[config.mk]
export PLATFORM = sky130hd
export DESIGN_NAME = butterfly_combine
export DESIGN_NICKNAME = d
export VERILOG_FILES = /design/src/rtl/butterfly_combine.sv
export SDC_FILE = /design/constraint.sdc
export NUM_CORES = 1
export LEC_CHECK = 0
export ABC_CLOCK_PERIOD_IN_PS = 3800
export CORE_AREA = 2 2 203 205
export CTS_BUF_LIST = sky130_fd_sc_hd__clkbuf_2 sky130_fd_sc_hd__clkbuf_4 sky130_fd_sc_hd__clkbuf_8
export CTS_CLUSTER_SIZE = 24
export DETAILED_ROUTE_END_ITERATION = 10
export DIE_AREA = 0 0 205 207
export GPL_TIMING_DRIVEN = 0
export PLACE_DENSITY = 0.62
export SYNTH_ARGS = -nofsm -noshare
export SYNTH_HDL_FRONTEND = slang
export SYNTH_SLANG_ARGS = --single-unit
[constraint.sdc]
create_clock -name xClk -period 3.8 [get_ports xClk]
set_input_delay 0.76 -clock xClk [delete_from_list [all_inputs] [get_ports xClk]]
set_output_delay 0.76 -clock xClk [all_outputs]
set_load 0.005 [all_outputs]
[src/rtl/butterfly_combine.sv]
// butterfly_combine
// Radix-2 DIT butterfly sequencer/combiner wrapped around a shared 16x16
// signed combinational multiplier.
//   - Accepts one operand set (A, B, W) per transaction.
//   - Forms B*W over four multiplier cycles.
//   - Emits X = (A + B*W)/2 and Y = (A - B*W)/2, rounded.
// Optional feature macro: BUTTERFLY_SAT_EN.
//   - Defined:   outputs saturate to the signed LENGTH-bit range.
//   - Undefined: outputs wrap, keeping the low LENGTH bits.
//
// state | meaning
// ------+--------------------------------------------------------------
// IDLE  | ready for an operand set; registers A, B, W on accept
// MUL0  | multiplier gets Br*Wr; acc_r = product
// MUL1  | multiplier gets Bi*Wi; acc_r -= product
// MUL2  | multiplier gets Br*Wi; acc_i = product
// MUL3  | multiplier gets Bi*Wr; acc_i += product
// SUM   | round the products, combine with A, register X/Y
// OUT   | result valid and held until downstream accepts it

module butterfly_combine #(
    parameter int LENGTH = 16
) (
    input  logic                xClk,
    input  logic                xRst,
    input  logic                xInValid,
    output logic                xInReady,
    input  logic [LENGTH-1:0]   xAr,
    input  logic [LENGTH-1:0]   xAi,
    input  logic [LENGTH-1:0]   xBr,
    input  logic [LENGTH-1:0]   xBi,
    input  logic [LENGTH-1:0]   xWr,
    input  logic [LENGTH-1:0]   xWi,
    output logic [LENGTH-1:0]   xMultiplicand,
    output logic [LENGTH-1:0]   xMultiplier,
    input  logic [2*LENGTH-1:0] xProduct,
    output logic                xOutValid,
    input  logic                xOutReady,
    output logic [LENGTH-1:0]   xXr,
    output logic [LENGTH-1:0]   xXi,
    output logic [LENGTH-1:0]   xYr,
    output logic [LENGTH-1:0]   xYi
);

    // Accumulator, rounded-product and sum widths.
    localparam int AW = 2*LENGTH + 1;
    localparam int PW = LENGTH + 2;
    localparam int SW = LENGTH + 3;

    // Half an LSB of the Q1.15 product, added before the arithmetic shift.
    localparam logic signed [AW-1:0] RND_P = AW'(1) <<< (LENGTH-2);

`ifdef BUTTERFLY_SAT_EN
    localparam logic signed [SW-1:0] SAT_MAX = SW'((1 << (LENGTH-1)) - 1);
    localparam logic signed [SW-1:0] SAT_MIN = ~SAT_MAX;
`endif

    typedef enum logic [2:0] {
        IDLE,
        MUL0,
        MUL1,
        MUL2,
        MUL3,
        SUM,
        OUT
    } state_t;

    state_t state;
    state_t state_nxt;

    logic signed [LENGTH-1:0] ar;
    logic signed [LENGTH-1:0] ai;
    logic signed [LENGTH-1:0] br;
    logic signed [LENGTH-1:0] bi;
    logic signed [LENGTH-1:0] wr;
    logic signed [LENGTH-1:0] wi;

    logic signed [AW-1:0]     acc_r;
    logic signed [AW-1:0]     acc_i;
    logic signed [AW-1:0]     prod_ext;
    logic signed [PW-1:0]     p_r;
    logic signed [PW-1:0]     p_i;

    // P = (acc + 2^(LENGTH-2)) >>> (LENGTH-1), kept at LENGTH+2 bits.
    function automatic logic signed [PW-1:0] round_prod(
        input logic signed [AW-1:0] acc
    );
        logic signed [AW-1:0] t;
        t = (acc + RND_P) >>> (LENGTH-1);
        return t[PW-1:0];
    endfunction

    // out = (A +/- P + 1) >>> 1, i.e. halve with round half up.
    function automatic logic signed [SW-1:0] half_round(
        input logic signed [LENGTH-1:0] a,
        input logic signed [PW-1:0]     p,
        input logic                     sub
    );
        logic signed [SW-1:0] a_x;
        logic signed [SW-1:0] p_x;
        logic signed [SW-1:0] s;
        a_x = SW'(a);
        p_x = SW'(p);
        s   = sub ? (a_x - p_x) : (a_x + p_x);
        return (s + SW'(1)) >>> 1;
    endfunction

    // Narrow a rounded result to the output width.
    function automatic logic [LENGTH-1:0] reduce(
        input logic signed [SW-1:0] v
    );
`ifdef BUTTERFLY_SAT_EN
        if (v > SAT_MAX) begin
            return SAT_MAX[LENGTH-1:0];
        end else if (v < SAT_MIN) begin
            return SAT_MIN[LENGTH-1:0];
        end else begin
            return v[LENGTH-1:0];
        end
`else
        return v[LENGTH-1:0];
`endif
    endfunction

    assign prod_ext = $signed({xProduct[2*LENGTH-1], xProduct});
    assign p_r      = round_prod(acc_r);
    assign p_i      = round_prod(acc_i);

    // State register.
    always_ff @(posedge xClk) begin
        if (xRst) begin
            state <= IDLE;
        end else begin
            state <= state_nxt;
        end
    end

    // Next state, handshake flags and multiplier operand steering.
    always_comb begin
        state_nxt     = state;
        xInReady      = 1'b0;
        xOutValid     = 1'b0;
        xMultiplicand = '0;
        xMultiplier   = '0;
        case (state)
            IDLE: begin
                xInReady = 1'b1;
                if (xInValid) begin
                    state_nxt = MUL0;
                end
            end
            MUL0: begin
                xMultiplicand = br;
                xMultiplier   = wr;
                state_nxt     = MUL1;
            end
            MUL1: begin
                xMultiplicand = bi;
                xMultiplier   = wi;
                state_nxt     = MUL2;
            end
            MUL2: begin
                xMultiplicand = br;
                xMultiplier   = wi;
                state_nxt     = MUL3;
            end
            MUL3: begin
                xMultiplicand = bi;
                xMultiplier   = wr;
                state_nxt     = SUM;
            end
            SUM: begin
                state_nxt = OUT;
            end
            OUT: begin
                xOutValid = 1'b1;
                if (xOutReady) begin
                    state_nxt = IDLE;
                end
            end
            default: begin
                state_nxt = IDLE;
            end
        endcase
    end

    // Operand capture, product accumulation and result registers.
    always_ff @(posedge xClk) begin
        if (xRst) begin
            ar    <= '0;
            ai    <= '0;
            br    <= '0;
            bi    <= '0;
            wr    <= '0;
            wi    <= '0;
            acc_r <= '0;
            acc_i <= '0;
            xXr   <= '0;
            xXi   <= '0;
            xYr   <= '0;
            xYi   <= '0;
        end else begin
            case (state)
                IDLE: begin
                    if (xInValid) begin
                        ar <= xAr;
                        ai <= xAi;
                        br <= xBr;
                        bi <= xBi;
                        wr <= xWr;
                        wi <= xWi;
                    end
                end
                MUL0: acc_r <= prod_ext;
                MUL1: acc_r <= acc_r - prod_ext;
                MUL2: acc_i <= prod_ext;
                MUL3: acc_i <= acc_i + prod_ext;
                SUM: begin
                    xXr <= reduce(half_round(ar, p_r, 1'b0));
                    xXi <= reduce(half_round(ai, p_i, 1'b0));
                    xYr <= reduce(half_round(ar, p_r, 1'b1));
                    xYi <= reduce(half_round(ai, p_i, 1'b1));
                end
                default: begin
                end
            endcase
        end
    end

endmodule

==> results by group, run 1 <==
Power and ir drop
  • Psw: 0.00262 W
  • Leakage dissipation: 8.08 nW
  • P per Cell Area: 377 nW/um^2
  • Switching share of power: 0.348
  • P_int: 0.00490 W
  • Reg power frac: 0.355
  • Max IR drop VDD: 0.249 mV
  • Clock power frac: 0.332
  • Pwr Total: 0.00752 W
  • Logic pwr share: 0.314

Detailed routing
  • Initial drt markers: 851
  • Total number of vias: 16100
  • 1st-pass router iterations: 5
  • Post-DR vias/cell: 5.48
  • Wirelength per Cell: 18.5 um
  • DRC Markers: 0
  • Total detailed-routing wirelength: 54400 um
  • Remaining antenna violation count: 0

Timing
  • Final Max Slew Viols: 0
  • Final setup margin: 134 ps
  • Relative max-transition margin: 0.324
  • Final hold violation count: 0
  • Final setup viols: 0
  • F_max: 0.273 GHz
  • Worst Tran Pin Value: 1010 ps
  • Clock skew: 36.6 ps
  • Final worst path period share: 0.965
  • Hold Slack: 452 ps
  • Tmin final: 3670 ps

Worst setup path
  • R2R Path Start: acc_r[16]
  • CP Max Fanout: 6
  • Worst EP required: 4300 ps
  • Cells on worst reg2reg path: 16
  • R2R Path End: xYr[15]
  • Crit. End Element: flop
  • Flop2flop setup slack: 130 ps
  • Critical path launch point type: flop
  • CP Data Arrival Time: 4170 ps
  • WS Path Type: flop to flop

GRT
  • Largest net degree at the start of global routing: 17
  • First-pass GRT wire length: 84200 um
  • Remaining Overflow, GRT: 0
  • Vias in the first global route: 15700
  • Antenna violations before repair: 2
  • GR Util All Layers: 0.251

Logic synthesis
  • YS warnings: 0
  • Seq/Total Area, Yosys: 0.286
  • Synth Area in Simple Gates: 0.223
  • Syn Nets: 2406
  • Yosys reg bits: 227
  • XOR/XNOR Fraction of Synth Area: 0.0623
  • Combinational family with the most area after synthesis: compound AO/OA/AOI/OAI gates
  • Async SR Flop Fraction: 0
  • Mapped Area: 15900 um^2
  • Synth Instances: 2113
  • Ys flop type: dfxtp_1
  • Cell variety after synth: 84
  • Avg Synthesized Cell Area: 7.52 um^2
  • Synth Area in Compound Gates: 0.237
  • Adder-Cell Fraction of Synth Area: 0.130
  • Multiplexer share of the synthesized area: 0.00693
  • EDFF count, synth: 0

Floorplanning
  • Die W: 205 um
  • Initial Util: 0.394
  • FP Rows: 74
  • Core footprint: 40400 um^2
  • Die height: 207 um
  • Io pins: 230
  • Total die area: 42400 um^2

Clock tree
  • CTS tree: yes
  • Clock buffer depth: 3
  • Number of H-tree levels: 2
  • Clock slew at reported path FFs: 60 ps
  • Num CTS Buffers: 41
  • CTS root buf: clkbuf_8
  • Cts hold-fix bufs: 0
  • Skew-Pair Late Insertion Delay: 620 ps
  • Sink Count: 227

Worst hold path
  • Hold Crit Depth: 2
  • Hold Startpoint: xYi[10]
  • WHS Endpoint: xYi[10]
  • Worst Hold Class: flop to flop

Final layout
  • Final Cell Area: 19900 um^2
  • Layout cells sized above 1: 0.0572
  • FF+latch area: 4570 um^2
  • Fillers: 4099
  • Synthesis-to-finish area growth: 25.5%
  • Area of the multi-input gates: 10700 um^2
  • Fin util: 0.494
  • Final #Nets: 2680

Place
  • Placed inst area: 18800 um^2
  • Port bufs: 228
  • Dpl ws: -405 ps
  • Final HPWL DP: 42500 um
  • Global placer's final weighted congestion: 0.912

Run status
  • Status: complete, no violations

Run
  • Maxcap violations: 0
cell usage after synthesis, types with 8 or more instances:
cell | n | area share
nor3_1 | 49 | 0.015
nand2b_1 | 17 | 0.0067
or3_1 | 13 | 0.0051
xnor2_1 | 74 | 0.041
dfxtp_1 | 227 | 0.29
nand4_1 | 11 | 0.0043
nand3_1 | 54 | 0.017
a22o_1 | 32 | 0.018
and3_1 | 34 | 0.013
o21a_1 | 15 | 0.0071
nor2_1 | 121 | 0.029
o21ai_0 | 54 | 0.017
clkbuf_1 | 95 | 0.022
nand2_1 | 422 | 0.10
a221oi_1 | 8 | 0.0044
mux2i_1 | 11 | 0.0069
a21oi_1 | 241 | 0.076
o21ai_1 | 15 | 0.0047
buf_1 | 9 | 0.0021
a211o_1 | 8 | 0.0044
a211oi_1 | 25 | 0.012
inv_1 | 126 | 0.030
a311oi_1 | 40 | 0.022
and2_1 | 16 | 0.0063
a21o_1 | 43 | 0.020
ha_1 | 155 | 0.12
a31oi_1 | 13 | 0.0051
xor2_1 | 39 | 0.021
o21bai_1 | 17 | 0.0080
nor2b_1 | 21 | 0.0083
power by group through the flow:
stage	logic, W	registers, W	clock network (W)
after global placement	0.00224	0.00271	0
after floorplan	0.00159	0.00266	0
final	0.00236	0.00267	0.00249
after global routing	0.00260	0.00268	0.00264
after detailed placement	0.00227	0.00271	0
after CTS	0.00231	0.00266	0.00255
sequential cells by signal (all words and copies together), names as in the netlist:
signal  flops
state       3
br         16
xXi        16
wi         16
xYi        16
acc_i      32
acc_r      32
wr         16
xYr        16
ar         16
ai         16
bi         16
xXr        16
timing repair:
| action | 4_1_cts | 5_1_grt |
|---|---|---|
| setup buffers | 0 | 5 |
| gates resized for setup | 18 | 37 |
| endpoints found under the setup margin | 31 | 39 |
| pin swaps | 0 | 6 |
| hold endpoints to repair | 0 | 0 |
| cloned | 0 | 0 |
area by class of cell:
type	instances	area share
tap	532	0.0334
inverter	127	0.0239
sequential	227	0.229
antenna	1	0.000125
clock inverter	8	0.00433
timing repair buffer	233	0.116
buffer	103	0.0197
clock buffer	61	0.0386
multi-input combinational	1654	0.534
worst max-delay path: stages (launching register included):
cell and delay, ps:
dfxtp_2 410, and3_1 190, nand3_1 130, nor2_2 180, and3_1 210, xor2_2 240
ha_1 320, inv_1 110, ha_1 290, and3_1 210, a311oi_2 330, o21bai_1 100
a21o_1 220, a31oi_2 240, o21ai_1 120, xnor2_1 170, o21ai_1 70
worst max path at each step:
stage	end	depth (start not counted)	from	slack [ps]
after floorplan	xYi[14]	14	acc_i[16]	330
after global placement	acc_r[28]	12	xProduct[0]	-360
after detailed placement	acc_r[28]	12	xProduct[0]	-410
after CTS	xYi[15]	16	acc_i[19]	7
after global routing	xYr[15]	16	acc_r[14]	-20
final	xYr[15]	16	acc_r[16]	130
layout by cell type (no fill, tap or decap), drive strengths merged, types with 6 or more instances in the layout:
cell	instances
mux2i	11
a22o	32
a211o	8
nor2b	21
clkdlybuf4s50	228
nand2	422
nand2b	17
inv	128
and3	35
xnor2	74
nor2	121
a221oi	8
fa	6
nor3	51
dfxtp	227
o21ai	71
a21oi	242
o21bai	17
clkbuf	155
a211oi	26
nand3	56
a21o	43
a311oi	41
a31oi	14
o31ai	8
ha	155
clkinv	6
a22oi	6
or3	13
nand4	12
o21a	15
and2	17
xor2	39
buf	14
per-stage QoR:
| step | setup TNS (ps) | cells |
|---|---|---|
| after floorplan | 0 | 2113 |
| after global placement | -2440 | 2873 |
| after detailed placement | -2890 | 2873 |
| after CTS | 0 | 2940 |
| after global routing | -22.9 | 2946 |
| final | 0 | 2946 |
routing by layer:
layer / part of all wire / vias to the layer above / track usage
met4: 0.044 / 2 / 0.111
met1: 0.43 / 7574 / 0.320
met3: 0.059 / 126 / 0.0401
met5: 0.00020 / - / 0
li1: - / 7959 / -
met2: 0.46 / 482 / 0.417
kinds of logic after synthesis:
group                      count (synthesis)
adders and majority gates                161
DFF                                      227
xor gates and xnor gates                 113
and+or+nand+nor                          791
buffers and inverters                    232
AOI/OAI and AO/OA                        578
muxes                                     11
Note: power is estimated with default switching activity, not from simulation.
==> run 2: changes to the inputs <==
Settings changed: GPL_ROUTABILITY_DRIVEN set to 0.
==> run 2 against run 1 <==
Net effect: die area unchanged; cell count increased by 0.27%; clock-buffer cell count decreased by 1; largest cell class unchanged; global-route usage decreased by 0.37 points; highest routed layer is now met4.
==> results by group, run 2 (synthesis gave the netlist of run 1 again) <==
Run status
  • Status: complete, no violations

Floorplanning
  • Die W: 205 um (unchanged)
  • Total die area: 42400 um^2 (unchanged)
  • Io pins: 230 (unchanged)
  • FP Rows: 74 (unchanged)
  • Die height: 207 um (unchanged)
  • Initial Util: 0.394 (unchanged)
  • Core footprint: 40400 um^2 (unchanged)

Timing
  • Relative max-transition margin: 0.351 (+0.0278)
  • Final worst path period share: 0.964 (about the same)
  • Clock skew: 52.4 ps (+15.9 ps)
  • Final setup margin: 137 ps (+3.01 ps)
  • Worst Tran Pin Value: 973 ps (-41.6 ps)
  • Final hold violation count: 0 (unchanged)
  • Tmin final: 3660 ps (-3.01 ps)
  • F_max: 0.273 GHz (about the same)
  • Final Max Slew Viols: 0 (unchanged)
  • Final setup viols: 0 (unchanged)
  • Post-Route Setup TNS: 0 ps (unchanged)

Final layout
  • Most frequent cells in the layout: nand2_1, a21oi_1, clkdlybuf4s50_1
  • Top Registers: acc_i (32), acc_r (32)
  • Final Cell Area: 20000 um^2 (+0.38%)
  • Commonest non-fill, non-tap cell in the layout: nand2_1
  • Synthesis-to-finish area growth: 25.9%
  • Layout cells sized above 1: 0.0620 (+0.00477)
  • Final #Nets: 2685 (+0.19%)
  • Fin util: 0.496 (+0.00186)

Worst hold path
  • Hold Crit Depth: 2 (unchanged)
  • Worst Hold Class: flop to flop
  • WHS Endpoint: xYi[12]
  • Hold Startpoint: xYi[12]

Worst setup path
  • CP Data Arrival Time: 4160 ps (about the same)
  • Crit. End Element: flop
  • Critical path launch point type: flop
  • R2R Path Start: acc_r[15]
  • WS Path Type: flop to flop
  • CP Max Fanout: 8 (+2)
  • R2R Path End: xYr[15]
  • Worst EP required: 4300 ps (about the same)
  • Flop2flop setup slack: 140 ps (about the same)
  • Crit path from: acc_r[15]
  • Cells on worst reg2reg path: 15 (-1)

Power and ir drop
  • Logic pwr share: 0.310 (-0.004)
  • P per Cell Area: 378 nW/um^2 (+0.24%)
  • P_int: 0.00493 W (+0.58%)
  • Pwr Total: 0.00756 W (+0.62%)
  • Max IR drop VDD: 0.301 mV (+21%)
  • Psw: 0.00263 W (+0.70%)
  • Leakage dissipation: 8.13 nW (+0.69%)
  • Reg power frac: 0.353 (-0.002)
  • Clock power frac: 0.337 (+0.005)
  • Switching share of power: 0.348 (about the same)

Detailed routing
  • Remaining antenna violation count: 0 (unchanged)
  • Total detailed-routing wirelength: 53700 um (-1.3%)
  • Initial drt markers: 927 (+8.9%)
  • Total number of vias: 16200 (+0.51%)
  • DRC Markers: 0 (unchanged)
  • Post-DR vias/cell: 5.49 (+0.24%)
  • 1st-pass router iterations: 7 (+2)
  • Wirelength per Cell: 18.2 um (-1.5%)

Place
  • Dpl ws: -322 ps (+83.4 ps)
  • Placed inst area: 18800 um^2 (unchanged)
  • Port bufs: 228 (unchanged)
  • Final HPWL DP: 41900 um (-1.4%)

GRT
  • GR Util All Layers: 0.248 (-0.00371)
  • First-pass GRT wire length: 82900 um (-1.6%)
  • Antenna violations before repair: 1 (-1)
  • Remaining Overflow, GRT: 0 (unchanged)
  • Largest net degree at the start of global routing: 13 (-4)
  • Vias in the first global route: 15500 (-0.84%)

Clock tree
  • CTS root buf: clkbuf_8
  • Clock slew at reported path FFs: 60 ps (about the same)
  • Sink Count: 227 (unchanged)
  • Num CTS Buffers: 42 (+2.4%)
  • Clock buffer depth: 3 (unchanged)
  • CTS tree: yes
  • Skew-Pair Late Insertion Delay: 640 ps (+20 ps)
  • Number of H-tree levels: 2 (unchanged)

Run
  • Maxcap violations: 0 (unchanged)
-- run 2: cell types whose count changed in the layout (fill, tap and decap cells not counted), sizes merged --
cell	previous run	this run
buf	14	18
clkbuf	155	154
clkinv	6	11
-- run 2: cell type report --
type                            instances  area [um^2]
Clock inverter                         13          109
Sequential cell                       227         4580
Clock buffer                           60          782
Inverter                              127          477
Timing Repair Buffer                  237         2350
Multi-Input combinational cell       1654        10700
Antenna cell                            1         2.50
Tap cell                              532          666
Buffer                                103          394
Fill cell                            4056        20300
-- run 2: per-stage QoR --
stage               instances  hold WS (ps)
floorplan                2113           436
global placement         2873           442
detailed placement       2873           445
CTS                      2944           452
global route             2954           471
finish                   2954           451
-- run 2: timing repair --
| item | in CTS | in global routing |
|---|---|---|
| resized for setup | 21 | 36 |
| pin swaps | 0 | 6 |
| setup endpoints to repair | 28 | 28 |
| hold buffers | 0 | 0 |
| setup buffers | 0 | 9 |
-- run 2: worst max path at each step --
| stage | depth (start not counted) | end | slack, ps |
|---|---|---|---|
| 2_1_floorplan | 14 | xYi[14] | 330 |
| 3_3_place_gp | 12 | acc_r[28] | -300 |
| 3_5_place_dp | 14 | xYi[14] | -320 |
| 4_1_cts | 16 | xYi[15] | 0.2 |
| 5_1_grt | 16 | xYi[14] | -20 |
| 6_report | 15 | xYr[15] | 140 |
-- run 2: power by group through the flow --
stage / clock [W] / combinational, W / sequential [W]
final: 0.00255 / 0.00235 / 0.00267
after global routing: 0.00269 / 0.00259 / 0.00268
after CTS: 0.00260 / 0.00229 / 0.00266
after detailed placement: 0 / 0.00226 / 0.00271
after global placement: 0 / 0.00223 / 0.00270
after floorplan: 0 / 0.00159 / 0.00266
-- run 2: worst max-delay path: stages, from the launching register on --
cell	delay, ps
dfxtp_2	410
ha_1	230
and3_1	240
nand3_1	130
xnor2_2	200
ha_1	420
inv_1	70
ha_1	340
and3_1	220
a311oi_2	330
o21bai_1	100
a21o_1	220
a31oi_2	240
o21ai_1	110
xnor2_1	180
o21ai_1	70
-- run 2: metal layers --
metal	share of wire	GRT usage
met4	0.043	0.112
met2	0.46	0.409
met5	0	0
met3	0.060	0.0389
met1	0.44	0.316
